$ cat config.mk
export PLATFORM = sky130hd
export DESIGN_NAME = debug_controller
export DESIGN_NICKNAME = d
export VERILOG_FILES = /design/src/rtl/debug_controller_pkg.sv /design/src/rtl/debug_controller_bkp_match.sv /design/src/rtl/debug_controller.sv
export SDC_FILE = /design/constraint.sdc
export NUM_CORES = 1
export LEC_CHECK = 0
export CAP_MARGIN = 20
export CORE_ASPECT_RATIO = 2
export CORE_MARGIN = 3
export CORE_UTILIZATION = 30
export DETAILED_ROUTE_END_ITERATION = 8
export GPL_ROUTABILITY_DRIVEN = 0
export SLEW_MARGIN = 20
export SYNTH_ARGS = -nofsm -noshare
export SYNTH_HDL_FRONTEND = slang
export SYNTH_HIERARCHICAL = 1
export SYNTH_SLANG_ARGS = --single-unit
$ cat constraint.sdc
create_clock -name CLK -period 4.39 [get_ports CLK]
set_input_delay 1.317 -clock CLK [delete_from_list [all_inputs] [get_ports CLK]]
set_output_delay 1.317 -clock CLK [all_outputs]
set_load 0.005 [all_outputs]
$ cat src/rtl/debug_controller_pkg.sv
// Shared debug-path constants: host command opcodes, sequencer states and
// the phase decoder's phase encodings.
package debug_controller_pkg;

    localparam logic [2:0] PHI_FETCH  = 3'd0;
    localparam logic [2:0] PHI_DECODE = 3'd1;
    localparam logic [2:0] PHI_EXEC   = 3'd2;
    localparam logic [2:0] PHI_MEM    = 3'd3;
    localparam logic [2:0] PHI_WB     = 3'd4;

    localparam logic [2:0] DBG_CMD_NOP      = 3'd0;
    localparam logic [2:0] DBG_CMD_STOP     = 3'd1;
    localparam logic [2:0] DBG_CMD_RUN      = 3'd2;
    localparam logic [2:0] DBG_CMD_STEP     = 3'd3;
    localparam logic [2:0] DBG_CMD_SET_BKP  = 3'd4;
    localparam logic [2:0] DBG_CMD_CLR_BKP  = 3'd5;
    localparam logic [2:0] DBG_CMD_SET_MODE = 3'd6;

    typedef enum logic [2:0] {
        DBG_ST_RUN,
        DBG_ST_HALTING,
        DBG_ST_HALTED,
        DBG_ST_STEP_REQ,
        DBG_ST_STEP_REL,
        DBG_ST_RESUME
    } dbg_state_t;

    // Index width that stays legal for a single-slot bank.
    function automatic int idx_width(input int n);
        return (n > 1) ? $clog2(n) : 1;
    endfunction

endpackage

$ cat src/rtl/debug_controller_bkp_match.sv
// Breakpoint bank: NUM_BKP address/enable slots compared in parallel against
// the PC, with the lowest matching slot reported as the hit index.
module debug_bkp_match
    import debug_controller_pkg::*;
#(
    parameter int ADDR_W  = 16,
    parameter int NUM_BKP = 4,
    parameter int IDX_W   = idx_width(NUM_BKP)
) (
    input  logic              i_clk,
    input  logic              i_rst_n,
    input  logic              i_set,
    input  logic              i_clr,
    input  logic [IDX_W-1:0]  i_idx,
    input  logic [ADDR_W-1:0] i_addr,
    input  logic [ADDR_W-1:0] i_pc,
    output logic              o_match_any,
    output logic [IDX_W-1:0]  o_hit_idx
);

    logic [ADDR_W-1:0]  r_addr [NUM_BKP];
    logic [NUM_BKP-1:0] r_en;
    logic [NUM_BKP-1:0] w_hit;

    always_ff @(posedge i_clk or negedge i_rst_n) begin
        if (!i_rst_n) begin
            r_en <= '0;
            for (int unsigned i = 0; i < NUM_BKP; i++) begin
                r_addr[i] <= '0;
            end
        end else if (i_set) begin
            r_addr[i_idx] <= i_addr;
            r_en[i_idx]   <= 1'b1;
        end else if (i_clr) begin
            r_en[i_idx]   <= 1'b0;
        end
    end

    always_comb begin
        w_hit = '0;
        for (int unsigned i = 0; i < NUM_BKP; i++) begin
            w_hit[i] = r_en[i] && (r_addr[i] == i_pc);
        end
    end

    // Scan downwards so the lowest matching slot is the last one written.
    always_comb begin
        o_hit_idx = '0;
        for (int unsigned i = NUM_BKP; i > 0; i--) begin
            if (w_hit[i-1]) o_hit_idx = IDX_W'(i - 1);
        end
    end

    assign o_match_any = |w_hit;

endmodule

$ cat src/rtl/debug_controller.sv
// Host-facing debug sequencer: executes STOP/RUN/STEP commands, owns the PC
// breakpoints and runs the step REQ/ACK handshake with the phase decoder.
module debug_controller
    import debug_controller_pkg::*;
#(
    parameter  int ADDR_W  = 16,
    parameter  int NUM_BKP = 4,
    parameter  int CNT_W   = 8,
    localparam int IDX_W   = idx_width(NUM_BKP)
) (
    input  logic              CLK,
    input  logic              RESETN,
    input  logic              CMD_VALID,
    output logic              CMD_READY,
    input  logic [2:0]        CMD_OP,
    input  logic [IDX_W-1:0]  CMD_IDX,
    input  logic [ADDR_W-1:0] CMD_ARG,
    input  logic [ADDR_W-1:0] PC,
    input  logic              STOPPED,
    input  logic              DEBUG_STEP_ACK,
    output logic              DEBUG_STOP,
    output logic              DEBUG_AT_BKP,
    output logic              DEBUG_STEP_REQ,
    output logic              DEBUG_MODE,
    output logic              HALTED,
    output logic              EVENT,
    output logic [IDX_W-1:0]  BKP_HIT
);

    dbg_state_t        r_state;
    logic              r_stop, r_at_bkp, r_req, r_mode, r_halted, r_event, r_skip;
    logic [IDX_W-1:0]  r_bkp_hit;
    logic [ADDR_W-1:0] r_skip_addr;
    logic [CNT_W-1:0]  r_count;

    logic              w_ready, w_acc, w_match_any, w_skip_set;
    logic              w_op_stop, w_op_run, w_op_step;
    logic [IDX_W-1:0]  w_hit_idx;
    logic [CNT_W-1:0]  w_step_arg;

    assign w_ready    = (r_state == DBG_ST_RUN) || (r_state == DBG_ST_HALTED);
    assign w_acc      = CMD_VALID && w_ready;
    assign w_op_stop  = w_acc && (CMD_OP == DBG_CMD_STOP);
    assign w_op_run   = w_acc && (CMD_OP == DBG_CMD_RUN);
    assign w_op_step  = w_acc && (CMD_OP == DBG_CMD_STEP);
    assign w_skip_set = w_op_run && (r_state == DBG_ST_HALTED);
    assign w_step_arg = CMD_ARG[CNT_W-1:0];

    debug_bkp_match #(
        .ADDR_W  (ADDR_W),
        .NUM_BKP (NUM_BKP),
        .IDX_W   (IDX_W)
    ) u_bkp_match (
        .i_clk       (CLK),
        .i_rst_n     (RESETN),
        .i_set       (w_acc && (CMD_OP == DBG_CMD_SET_BKP)),
        .i_clr       (w_acc && (CMD_OP == DBG_CMD_CLR_BKP)),
        .i_idx       (CMD_IDX),
        .i_addr      (CMD_ARG),
        .i_pc        (PC),
        .o_match_any (w_match_any),
        .o_hit_idx   (w_hit_idx)
    );

    always_ff @(posedge CLK or negedge RESETN) begin
        if (!RESETN) begin
            r_state     <= DBG_ST_RUN;
            r_stop      <= 1'b0;
            r_at_bkp    <= 1'b0;
            r_req       <= 1'b0;
            r_mode      <= 1'b0;
            r_halted    <= 1'b0;
            r_event     <= 1'b0;
            r_skip      <= 1'b0;
            r_bkp_hit   <= '0;
            r_skip_addr <= '0;
            r_count     <= '0;
        end else begin
            r_event  <= 1'b0;
            // Masking with the skip being set this cycle keeps AT_BKP low
            // from the very first cycle after RUN leaves a parked breakpoint.
            r_at_bkp <= w_match_any && !(r_skip || w_skip_set);

            if (w_skip_set) begin
                r_skip      <= 1'b1;
                r_skip_addr <= PC;
            end else if (r_skip && (PC != r_skip_addr)) begin
                r_skip      <= 1'b0;
            end

            if (w_acc && (CMD_OP == DBG_CMD_SET_MODE)) r_mode <= CMD_ARG[0];

            case (r_state)
                DBG_ST_RUN: begin
                    if (r_at_bkp && STOPPED) begin
                        r_bkp_hit <= w_hit_idx;
                        r_state   <= DBG_ST_HALTING;
                    end else if (w_op_stop) begin
                        r_stop    <= 1'b1;
                        r_state   <= DBG_ST_HALTING;
                    end
                end
                DBG_ST_HALTING: begin
                    if (STOPPED) begin
                        r_stop   <= 1'b1;
                        r_halted <= 1'b1;
                        r_event  <= 1'b1;
                        r_state  <= DBG_ST_HALTED;
                    end
                end
                DBG_ST_HALTED: begin
                    if (w_op_step) begin
                        r_count <= (w_step_arg == '0) ? CNT_W'(1) : w_step_arg;
                        r_req   <= 1'b1;
                        r_state <= DBG_ST_STEP_REQ;
                    end else if (w_op_run) begin
                        r_stop   <= 1'b0;
                        r_halted <= 1'b0;
                        r_state  <= DBG_ST_RESUME;
                    end
                end
                DBG_ST_STEP_REQ: begin
                    if (DEBUG_STEP_ACK) begin
                        r_req <= 1'b0;
                        if (r_count != '0) r_count <= r_count - CNT_W'(1);
                        r_state <= DBG_ST_STEP_REL;
                    end
                end
                DBG_ST_STEP_REL: begin
                    if (w_match_any) r_bkp_hit <= w_hit_idx;
                    if (!DEBUG_STEP_ACK) begin
                        if (r_count != '0) begin
                            r_req   <= 1'b1;
                            r_state <= DBG_ST_STEP_REQ;
                        end else begin
                            r_event <= 1'b1;
                            r_state <= DBG_ST_HALTED;
                        end
                    end
                end
                DBG_ST_RESUME: begin
                    if (!STOPPED || (PC != r_skip_addr)) r_state <= DBG_ST_RUN;
                end
                default: r_state <= DBG_ST_RUN;
            endcase
        end
    end

    assign CMD_READY      = w_ready;
    assign DEBUG_STOP     = r_stop;
    assign DEBUG_AT_BKP   = r_at_bkp;
    assign DEBUG_STEP_REQ = r_req;
    assign DEBUG_MODE     = r_mode;
    assign HALTED         = r_halted;
    assign EVENT          = r_event;
    assign BKP_HIT        = r_bkp_hit;

endmodule

==> flow_summary_export.csv <==
group,metric,value,unit
run_status,status,"completed",
route,wirelength,14300,um
cts,ctsHoldBuffers,0,
route,viasPerCell,5.09,
sta,worst_pin_slew,0.846,ns
power_and_ir_drop,peakVddDrop,0.176,mV
grt,grt-ovfl-total,0,
floorplanning,die_area,19400,um^2
worst_setup_path,critPathLaunchType,"input pin",
cells_and_area,syn_to_final_growth,19.7,%
sta,finalClockSkew,0.00971,ns
sta,period_minus_slack,3.69,ns
synthesis,yosys_warnings,6,
placed_design,port_buffers,50,
synthesis,ys_seq_area_share,49.1,%
placed_design,dp_cells,697,
sta,fin_hold_ws,0.493,ns
worst_setup_path,required,4.62,ns
placed_design,placed_cell_area,6060,um^2
power_and_ir_drop,combinationalPowerShare,30.9,%
cts,cts_tree,"built",
synthesis,syn_nets,483,
power_and_ir_drop,power.internal,2.21,mW
cts,insertion_delay,0.35,ns
synthesis,ys.flop_type,"dfrtp_1",
sta,finalMaxSlewViolations,0,
cts,path_clk_slew,0.07,ns
cts,cts.sinks,104,
sta,fmax,271,MHz
route,vias,3627,
grt,grt_pass1_vias,3785,
synthesis,synthCells,440,
floorplanning,io_pins,51,
route,avgRoutedWirePerCell,20.1,um
worst_setup_path,critPathMaxFanout,6,
cts,ctsResizeCount,0,
floorplanning,core-area,17300,um^2
synthesis,synth-edff-count,0,
power_and_ir_drop,swShare,33.8,%
flow_run,max_cap_viol_count,0,
sta,rsz0062_at_grt,"false",
grt,antenna_found_initial,0,
worst_setup_path,cp-end-kind,"register",
power_and_ir_drop,sequentialPowerShare,46.0,%
power_and_ir_drop,pwr-share-clk,23.0,%
grt,track_usage,15.0,%
power_and_ir_drop,cellLeakagePower,2.69,nW
min_path,hold_class,"reg2reg",
synthesis,synth_area_per_cell,12.0,um^2
floorplanning,die_w,99.9,um
worst_setup_path,crit_type,"in2reg",
floorplanning,die_y,194,um
synthesis,async_reset_ff_share,100,%
cells_and_area,layoutNonFillerInstCount,713,
floorplanning,num_rows,68,
synthesis,ys_seq_elements,104,
power_and_ir_drop,p_total,3.34,mW
synthesis,synth_area,5300,um^2
route,drtAntennaViolNets,0,
sta,slew_headroom,43.4,%
sta,finalSetupViolCount,0,
cts,root_buffer,"clkbuf_16",
power_and_ir_drop,power.switching,1.13,mW
route,drcViolationCount,0,
cells_and_area,diodes,0,
cts,cts_buffers,9,
placed_design,dp_hpwl,10900,um
cts,htree_levels,3,
cells_and_area,fin_area,6340,um^2
sta,fin_tns_setup,0,ns
sta,hold_viol,0,
route,drt-initial-drc-count,166,
route,first_pass_iters,4,
cts,cts_setup_buffers,0,
grt,grt_max_degree,52,
cells_and_area,fin_nets,541,
cells_and_area,drive_gt1_share,24.7,%
synthesis,ys_types,49,
cts,clock_path_buffers,2,
sta,final.period_utilization,84.0,%
grt,grt_pass1_wl,21800,um
power_and_ir_drop,pwr_density_cell,527,nW/um^2
worst_setup_path,arrival,3.92,ns
floorplanning,start_util,30.7,%
## cell usage in the layout (no fill, tap or decap), drive strengths merged, types with 3 or more instances in the layout
cell type	Yosys	routed
and2	3	3
buf	9	10
o21ai	15	15
nand2	28	28
a21oi	7	7
nand3	9	9
nor2b	7	7
inv	2	5
clkbuf	3	9
nor4	9	9
dfrtp	104	104
o2bb2ai	6	6
mux2	84	84
xnor2	65	65
nand2b	4	4
nand4	16	16
nor3	11	11
nor2	17	17
clkdlybuf4s50	0	49
xor2	15	15
clkinv	0	3
## kinds of logic after synthesis
group | after synthesis | share of synthesized area (%)
XOR/XNOR | 80 | 13.4
flip-flops | 104 | 49.1
multiplexers | 86 | 18.3
buffers and inverters | 14 | 1.37
AO/OA/AOI/OAI | 40 | 5.27
AND/OR/NAND/NOR | 115 | 12.3
adder cells (fa/ha/maj) | 1 | 0.236
## Yosys cell counts, types with 2 or more instances
master	instances	area [um^2]
and2_1	3	18.8
nand2_1	25	93.8
or3_1	2	12.5
a21oi_1	7	35.0
and3b_1	2	17.5
xor2_1	15	131
xnor2_1	64	561
nor2_1	16	60.1
nand2_2	3	18.8
dfrtp_1	104	2600
nand4_1	16	100
o211ai_1	2	15.0
nor4_1	7	43.8
a22oi_1	2	15.0
clkbuf_1	3	11.3
nand2b_1	4	25.0
o21ai_0	15	75.1
nor3b_1	2	15.0
o311ai_0	2	17.5
mux2_2	83	935
nor2b_1	5	31.3
mux2i_1	2	20.0
nor3_1	11	55.1
inv_1	2	7.51
o2bb2ai_1	6	52.6
buf_2	7	35.0
nand3_1	8	40.0
## final timing paths
check | start | to | slack (ns) | depth (start not counted)
max | PC[8] | BKP_HIT[0] | 0.70 | 9
min | register | register | 0.49 | 2
max reg2reg | u_bkp_match/r_addr[24] | BKP_HIT[0] | 1.93 | 8
min reg2reg | register | register | 0.49 | 2
max in group asynchronous | RESETN | u_bkp_match/r_addr[40] | 2.51 | 2
min in group asynchronous | RESETN | u_bkp_match/r_addr[24] | 1.00 | 1
## stage by stage
step                      setup WS [ns]  utilization [%]
final                             0.702             36.7
after floorplan                    1.36                -
after global routing              0.569             36.7
after global placement            0.428             35.1
after CTS                         0.707             36.7
after detailed placement          0.359             35.1
## layer usage
layer | vias to the layer above | GRT usage [%] | wire [um]
met2 | 72 | 28.4 | 8090
met3 | 21 | 2.09 | 369
li1 | 1688 | - | -
met5 | - | 0 | 0
met1 | 1846 | 15.9 | 5330
met4 | 0 | 6.43 | 526
## power groups by stage
stage	Sequential (mW)	Combinational, mW	Clock, mW
after CTS	1.54	1.04	0.786
after global placement	1.54	1.01	0
after detailed placement	1.55	1.04	0
final	1.54	1.03	0.769
after floorplan	1.45	0.746	0
after global routing	1.57	1.13	0.828
## layout make-up
class	count	area [um^2]
repair buffers	59	566
fillers	1692	10900
clock buffers	9	225
flip-flops and latches	104	2600
well taps	210	263
inverters	2	7.51
multi-input cells	322	2620
clock inverters	7	55.1
## registers in the layout (all words and copies together) (netlist names), 2 cells and up, named ones only
register and flops:
r_count 8, u_bkp_match/r_addr 64, r_skip_addr 16, BKP_HIT 2
r_state 3
## critical path: stages
cell and delay [ns]:
clkdlybuf4s50_1 0.57, xor2_1 0.23, nor4_1 0.52, nand4_1 0.20, a2bb2o_2 0.28, or2_1 0.12
a21oi_1 0.07, nor3_1 0.26, mux2_2 0.37
Power figures use the tool's default switching activity.
